File: config.mk
export PLATFORM = sky130hd
export DESIGN_NAME = syst_ws_array
export DESIGN_NICKNAME = d
export VERILOG_FILES = /design/src/rtl/syst_ws_array.sv
export SDC_FILE = /design/constraint.sdc
export NUM_CORES = 1
export LEC_CHECK = 0
export ABC_CLOCK_PERIOD_IN_PS = 5000
export BUFFER_PORTS_ARGS = -buffer_cell sky130_fd_sc_hd__clkbuf_2
export CAP_MARGIN = 25
export CELL_PAD_IN_SITES_DETAIL_PLACEMENT = 1
export CELL_PAD_IN_SITES_GLOBAL_PLACEMENT = 1
export CORE_MARGIN = 2
export CORE_UTILIZATION = 50
export CTS_CLUSTER_DIAMETER = 60
export DETAILED_ROUTE_END_ITERATION = 8
export PLACE_DENSITY_LB_ADDON = 0.1
export SYNTH_ARGS = -nofsm -noshare
export SYNTH_HDL_FRONTEND = slang
export SYNTH_SLANG_ARGS = --single-unit
File: constraint.sdc
create_clock -name clk_i -period 5 [get_ports clk_i]
set_input_delay 0.5 -clock clk_i [delete_from_list [all_inputs] [get_ports clk_i]]
set_output_delay 0.5 -clock clk_i [all_outputs]
set_load 0.02 [all_outputs]
File: src/rtl/syst_ws_array.sv
// -----------------------------------------------------------------------------
// syst_ws_array
//
// Weight-stationary systolic array computing y = W * x.  W is a ROWS x COLS
// matrix of unsigned weights held inside the array; x is a COLS-element
// unsigned vector that enters as one whole (unskewed) vector per cycle.  The
// block skews the input internally, streams it through the node grid, and
// de-skews the row results so all rows of one output beat belong to the same
// input vector.
//
// Weights are loaded at runtime, one row per beat, while the block is in LOAD.
// A weight request seen in RUN first drains every in-flight vector with the old
// weights, so no result ever mixes old and new weights.
//
// Ports
//   clk_i      : clock, rising edge
//   rst_ni     : asynchronous active-low reset (release synchronous to clk_i)
//   w_valid_i  : weight row beat valid
//   w_ready_o  : weight row accepted when w_valid_i & w_ready_o (LOAD only)
//   w_i        : one weight row, element c at [c*W_WIDTH +: W_WIDTH]
//   x_valid_i  : input vector valid
//   x_ready_o  : input vector accepted when x_valid_i & x_ready_o (RUN only)
//   x_i        : input vector, element c at [c*X_WIDTH +: X_WIDTH]
//   y_valid_o  : result vector valid (registered)
//   y_ready_i  : consumer ready; y_valid_o & !y_ready_i stalls the pipeline
//   y_o        : result vector, row r at [r*Y_WIDTH +: Y_WIDTH] (registered)
// -----------------------------------------------------------------------------
module syst_ws_array #(
    parameter int  ROWS    = 2,
    parameter int  COLS    = 3,
    parameter int  X_WIDTH = 8,
    parameter int  W_WIDTH = 8,
    localparam int Y_WIDTH = X_WIDTH + W_WIDTH + $clog2(COLS)
) (
    input  logic                    clk_i,
    input  logic                    rst_ni,
    input  logic                    w_valid_i,
    output logic                    w_ready_o,
    input  logic [COLS*W_WIDTH-1:0] w_i,
    input  logic                    x_valid_i,
    output logic                    x_ready_o,
    input  logic [COLS*X_WIDTH-1:0] x_i,
    output logic                    y_valid_o,
    input  logic                    y_ready_i,
    output logic [ROWS*Y_WIDTH-1:0] y_o
);

    // Number of pipeline slots between accepting a vector and the final
    // output register: skew + row walk + de-skew.
    localparam int L   = ROWS + COLS - 1;
    localparam int K_W = (ROWS > 1) ? $clog2(ROWS) : 1;

    typedef enum logic [1:0] {
        LOAD  = 2'd0,
        RUN   = 2'd1,
        DRAIN = 2'd2
    } state_t;

    state_t             state;
    logic [K_W-1:0]     k;
    logic [W_WIDTH-1:0] w_q [ROWS][COLS];

    logic [L-1:0]       vp;
    logic               stall;
    logic               advance;
    logic               w_fire;
    logic               x_fire;
    logic               pipe_empty;

    // x value entering node (r,c) and partial sum leaving node (r,c).
    logic [X_WIDTH-1:0] x_node  [ROWS][COLS];
    logic [Y_WIDTH-1:0] psum    [ROWS][COLS];
    // Row results after de-skew, all aligned to the same input vector.
    logic [Y_WIDTH-1:0] row_res [ROWS];

    // -------------------------------------------------------------------------
    // Handshake control.  A result sitting in the output register that the
    // consumer refuses freezes the entire datapath, so every in-flight vector
    // slips by exactly one cycle and nothing is lost or duplicated.  New
    // vectors are refused while frozen since there is no slot to put them in.
    // -------------------------------------------------------------------------
    assign stall      = y_valid_o & ~y_ready_i;
    assign advance    = ~stall;
    assign w_ready_o  = (state == LOAD);
    assign x_ready_o  = (state == RUN) & ~stall;
    assign w_fire     = w_valid_i & w_ready_o;
    assign x_fire     = x_valid_i & x_ready_o;
    assign pipe_empty = (vp == '0) & ~y_valid_o;

    // -------------------------------------------------------------------------
    // Control FSM and weight storage.  LOAD fills weight rows in order using
    // the row counter k; the last row hands over to RUN.  A weight request in
    // RUN moves to DRAIN, which waits until the valid pipe and output register
    // are empty before allowing new weights, so results computed with the old
    // weights are all delivered first.  Weights are never touched by stalls.
    // -------------------------------------------------------------------------
    always_ff @(posedge clk_i or negedge rst_ni) begin
        if (!rst_ni) begin
            state <= LOAD;
            k     <= '0;
            for (int r = 0; r < ROWS; r++) begin
                for (int c = 0; c < COLS; c++) begin
                    w_q[r][c] <= '0;
                end
            end
        end else begin
            case (state)
                LOAD: begin
                    if (w_fire) begin
                        for (int c = 0; c < COLS; c++) begin
                            w_q[k][c] <= w_i[c*W_WIDTH +: W_WIDTH];
                        end
                        if (k == K_W'(ROWS - 1)) begin
                            state <= RUN;
                            k     <= '0;
                        end else begin
                            k <= k + K_W'(1);
                        end
                    end
                end
                RUN: begin
                    if (w_valid_i) begin
                        state <= DRAIN;
                    end
                end
                DRAIN: begin
                    if (pipe_empty) begin
                        state <= LOAD;
                    end
                end
                default: begin
                    state <= LOAD;
                end
            endcase
        end
    end

    // -------------------------------------------------------------------------
    // Valid tracking and output register.  One valid bit per pipeline slot
    // travels alongside the data; the data registers under an invalid slot
    // hold don't-care values.  The output register takes the de-skewed rows
    // and the last valid bit together, so y_o and y_valid_o stay aligned and
    // hold still during a stall.
    // -------------------------------------------------------------------------
    always_ff @(posedge clk_i or negedge rst_ni) begin
        if (!rst_ni) begin
            vp        <= '0;
            y_valid_o <= 1'b0;
            y_o       <= '0;
        end else if (advance) begin
            vp[0] <= x_fire;
            for (int i = 1; i < L; i++) begin
                vp[i] <= vp[i-1];
            end
            y_valid_o <= vp[L-1];
            for (int r = 0; r < ROWS; r++) begin
                y_o[r*Y_WIDTH +: Y_WIDTH] <= row_res[r];
            end
        end
    end

    // -------------------------------------------------------------------------
    // Input skew.  Element c is delayed by c registers before it reaches row
    // 0, so element c meets the partial sum that has already collected the
    // contributions of columns 0..c-1.  Column 0 feeds row 0 directly; the
    // node register itself is the first pipeline stage for that column.
    // -------------------------------------------------------------------------
    for (genvar c = 0; c < COLS; c++) begin : g_skew
        if (c == 0) begin : g_direct
            assign x_node[0][0] = x_i[0 +: X_WIDTH];
        end else begin : g_delay
            logic [X_WIDTH-1:0] sk [c];

            always_ff @(posedge clk_i or negedge rst_ni) begin
                if (!rst_ni) begin
                    for (int i = 0; i < c; i++) begin
                        sk[i] <= '0;
                    end
                end else if (advance) begin
                    sk[0] <= x_i[c*X_WIDTH +: X_WIDTH];
                    for (int i = 1; i < c; i++) begin
                        sk[i] <= sk[i-1];
                    end
                end
            end

            assign x_node[0][c] = sk[c-1];
        end
    end

    // -------------------------------------------------------------------------
    // Node grid.  Each node adds its weight times the incoming x element to
    // the partial sum arriving from the left and registers the result.  The
    // x element is also registered and handed to the node below, which makes
    // row r see a given vector one cycle after row r-1.  Widening both
    // operands to the result width keeps the arithmetic full precision.
    // -------------------------------------------------------------------------
    for (genvar r = 0; r < ROWS; r++) begin : g_row
        for (genvar c = 0; c < COLS; c++) begin : g_col
            logic [Y_WIDTH-1:0] psum_in;
            logic [Y_WIDTH-1:0] psum_q;

            if (c == 0) begin : g_first
                assign psum_in = '0;
            end else begin : g_chain
                assign psum_in = psum[r][c-1];
            end

            always_ff @(posedge clk_i or negedge rst_ni) begin
                if (!rst_ni) begin
                    psum_q <= '0;
                end else if (advance) begin
                    psum_q <= psum_in + Y_WIDTH'(w_q[r][c]) * Y_WIDTH'(x_node[r][c]);
                end
            end

            assign psum[r][c] = psum_q;

            // The bottom row has nobody below it, so its x is not forwarded.
            if (r < ROWS - 1) begin : g_fwd
                logic [X_WIDTH-1:0] x_q;

                always_ff @(posedge clk_i or negedge rst_ni) begin
                    if (!rst_ni) begin
                        x_q <= '0;
                    end else if (advance) begin
                        x_q <= x_node[r][c];
                    end
                end

                assign x_node[r+1][c] = x_q;
            end
        end
    end

    // -------------------------------------------------------------------------
    // Output de-skew.  Row r finishes r cycles after row 0, so it is delayed
    // by ROWS-1-r registers to line every row up with the bottom row.  The
    // bottom row needs no extra delay.
    // -------------------------------------------------------------------------
    for (genvar r = 0; r < ROWS; r++) begin : g_deskew
        localparam int D = ROWS - 1 - r;

        if (D == 0) begin : g_pass
            assign row_res[r] = psum[r][COLS-1];
        end else begin : g_delay
            logic [Y_WIDTH-1:0] ds [D];

            always_ff @(posedge clk_i or negedge rst_ni) begin
                if (!rst_ni) begin
                    for (int i = 0; i < D; i++) begin
                        ds[i] <= '0;
                    end
                end else if (advance) begin
                    ds[0] <= psum[r][COLS-1];
                    for (int i = 1; i < D; i++) begin
                        ds[i] <= ds[i-1];
                    end
                end
            end

            assign row_res[r] = ds[D-1];
        end
    end

endmodule

==> results.md <==
* Outcome: finished, final reports clean
* Clock Skews at 0.01396 ns
* Post-route setup TNS at 0 ns
* Post-CTS Setup Bufs at 0
* CP Class: reg -> reg
* Maximum fanout along the worst path at 10
* Final hold vios at 0
* RSZ-0062 raised after global routing: no
* Top-area cell type share of the netlist area at 26.78%
* Mapped Area at 0.02429 mm2
* Final setup viols at 0
* Post-synthesis adder-cell area fraction at 34.12%
* Final max-slew violation count at 0
* Worst hold margin at 0.1511 ns
* Cell Chain, Critical Path: nand2_1 -> fa_1 -> inv_1 -> fa_1 -> fa_1 -> inv_1 -> fa_1 -> inv_1 -> ha_1 -> o21a_1 -> o31a_4 -> nor4b_4 -> o31ai_1 -> nor4b_1 -> or3b_1
* Most frequent cell after synthesis: nand2_1
* Cell taking the most area after synthesis: dfrtp_1
* Net Count, Synth at 3228
* Post-cts resize count at 0
* Simple logic cell fraction of the synthesized area at 18.54%
* Critical path arrival at 4.95 ns
* Synth async-reset ratio at 100.0%
* Vias in the first global route at 19.37k
* Grt ovf at 0
* CTS H-Tree Depth at 2
* Cells after Synth at 2677
* Post-synthesis compound-gate area fraction at 7.252%
* Ys Warns at 0
* Net count, final at 3281
* Critical Path Source Type: register
* Setup slack at placement at 0.4308 ns
* Worst hold-check path type: in -> reg
* IO buf count at 91
* Critical path depth at 15
* RR Startpoint: g_skew[2].g_delay.sk[0]$_DFFE_PN0N_
* Mean Syn Cell Area at 9.074 um2
* CTS tree: done
* Crit path to: g_row[0].g_col[2].psum_q[15]$_DFFE_PN0N_
* Synth Flop Type: dfrtp_1
* Reg2Reg Setup Slack at 0.46 ns
* Drt pass-1 iters at 6
* Worst Tran Pin Value at 0.9299 ns
* Initial antenna violation count at 3
* Synth area leaders: dfrtp_1 27%, fa_1 23%, ha_1 12%, nand2_1 8.5%, inv_1 7.4%
* Fmax at 0.2205 GHz
* Hold Path Cell Cnt at 3
* Worst relative slew slack at 37.88%
* Setup crit end kind: register
* CP most frequent cell: fa_1
* Die width at 224.4 um
* CTS Buf Count at 36
* Mux contribution to synthesized area at 2.431%
* Die Y at 224.4 um
* CP max stage cell: dfrtp_1
* Num Clock Sinks at 260
* Vias per std cell at 5.164
* Root Driver: clkbuf_16
* R2R cell count at 15
* FF-to-FF End: g_row[0].g_col[2].psum_q[15]$_DFFE_PN0N_
* Largest net degree at the start of global routing at 141
* Number of remaining DRC errors at 0
* Estimated wirelength of the detail-placed design at 44580 um
* Drt wl/cell at 16.76 um
* Sequential area share after synthesis at 26.78%
* Crit-path max cell delay at 0.55 ns
* Clock buffer depth at 3
* Minimum clock period at 4.536 ns
* Crit-path leading delay family: adder cells
* GP Congestion at 0.8358
* Buffers & Inverters on Critical Path at 3
* Worst skew pair latency at 0.54 ns
* FF+latch count, synth at 260
* Max cap viols at 0
* Tcrit/Tclk final at 90.72%
* Std-Cell Rows at 80
* Layout cells sized above 1 at 8.315%
* Core area at 0.04785 mm2
* Hold buffer count at CTS at 1
* Gr usage total at 23.67%
* CP startpoint: g_skew[2].g_delay.sk[0]$_DFFE_PN0N_
* Most frequent cells after synthesis: 549 x nand2_1, 479 x inv_1, 274 x fa_1
* WP data required at 5.42 ns
* Worst-path clk slew at 0.06 ns
* Area Overhead vs Synth at 9.431%
* Filler cell count at 5509
* First-pass GRT wire length at 96690 um
* Ports at 92
* Worst setup margin at 0.4641 ns
* Die footprint at 0.05036 mm2
* Post-Synth XOR/XNOR Area at 1.947%
* Final ANT Viol Nets at 0
* Vias post-DR at 17.41k
* Final WL at 56500 um
* Largest family of logic cells by synthesized area: adder cells
* Post-synth EDFFs at 0
* DRT iter0 DRCs at 743
* Synth cell types at 66
* Initial Util at 50.77%
## routing by layer
| layer | up-vias | wire (um) | GRT usage [%] |
|---|---|---|---|
| met5 | - | 13 | 0 |
| met4 | 2 | 1613 | 7.263 |
| met3 | 90 | 1583 | 2.861 |
| met2 | 210 | 28450 | 42.69 |
| met1 | 8728 | 24840 | 29.70 |
| li1 | 8378 | - | - |
## worst min path at each step
stage	startpoint	end	slack [ns]
CTS	x_i[23]	g_skew[2].g_delay.sk[15]$_DFFE_PN0N_	0.12
finish	x_i[23]	g_skew[2].g_delay.sk[15]$_DFFE_PN0N_	0.15
global placement	y_o[23]$_DFFE_PN0N_	y_o[23]$_DFFE_PN0N_	0.45
detailed placement	y_o[25]$_DFFE_PN0N_	y_o[25]$_DFFE_PN0N_	0.45
floorplan	rst_ni	g_deskew[0].g_delay.ds[0]$_DFFE_PN0N_	0.20
global route	x_i[19]	g_skew[2].g_delay.sk[11]$_DFFE_PN0N_	0.15
## cells in the final DEF, fill, tap and decap left out, drive strengths merged, types with 31 or more instances in the layout
cell    Yosys  final
nor2       81     81
a21o       38     38
dfrtp     260    260
clkbuf     64    134
nand2     549    549
inv       479    485
and2      253    253
mux2       48     48
ha        224    224
o21ai      63     63
a21oi      77     77
fa        274    274
xor2       31     31
## through the flow
| step | std cells | utilization [%] | area [um2] |
|---|---|---|---|
| 2_1_floorplan | 2677 | - | 24290 |
| 6_report | 3371 | 55.56 | 26580 |
| 3_5_place_dp | 3306 | 52.92 | 25320 |
| 4_1_cts | 3369 | 55.55 | 26580 |
| 3_3_place_gp | 3306 | 52.92 | 25320 |
| 5_1_grt | 3369 | 55.55 | 26580 |
## state kept, by name, summed over array words and instances, names as in the netlist
name	flops
g_row.g_col.psum_q	102
state	2
k	1
w_q	48
g_row.g_col.g_fwd.x_q	24
g_deskew.g_delay.ds	18
y_valid_o	1
g_skew.g_delay.sk	24
vp	4
y_o	36
## worst reg2reg max path: stages, from the launching register on
cell     delay (ns)
dfrtp_1        0.55
nand2_1        0.16
fa_1           0.54
inv_1          0.06
fa_1           0.49
fa_1           0.54
inv_1          0.05
fa_1           0.47
inv_1          0.04
ha_1           0.32
o21a_1         0.15
o31a_4         0.17
nor4b_4        0.06
o31ai_1        0.34
nor4b_1        0.09
or3b_1         0.38
## area by class of cell
cell class	count	area [um2]	share of cell area, %
diodes	2	5.005	0.01883
repair buffers	106	618.1	2.325
clock inverters	18	225.2	0.8472
well taps	615	769.5	2.895
multi-input cells	1847	15640	58.83
inverters	479	1798	6.764
clock buffers	44	1023	3.850
flip-flops and latches	260	6506	24.48
## cell families (layout without fill, tap and decap cells)
kind of cell | count (synthesis) | count (layout)
compound gates | 275 | 275
xor+xnor | 54 | 54
fa+ha+maj | 498 | 498
buf+inv | 570 | 647
flops | 260 | 260
mux | 53 | 53
other cells | 0 | 2
simple gates | 967 | 967
Power is left out: the tool's default activity adds up to more than one toggle a clock period on the data nets, which glitch-free logic cannot reach.
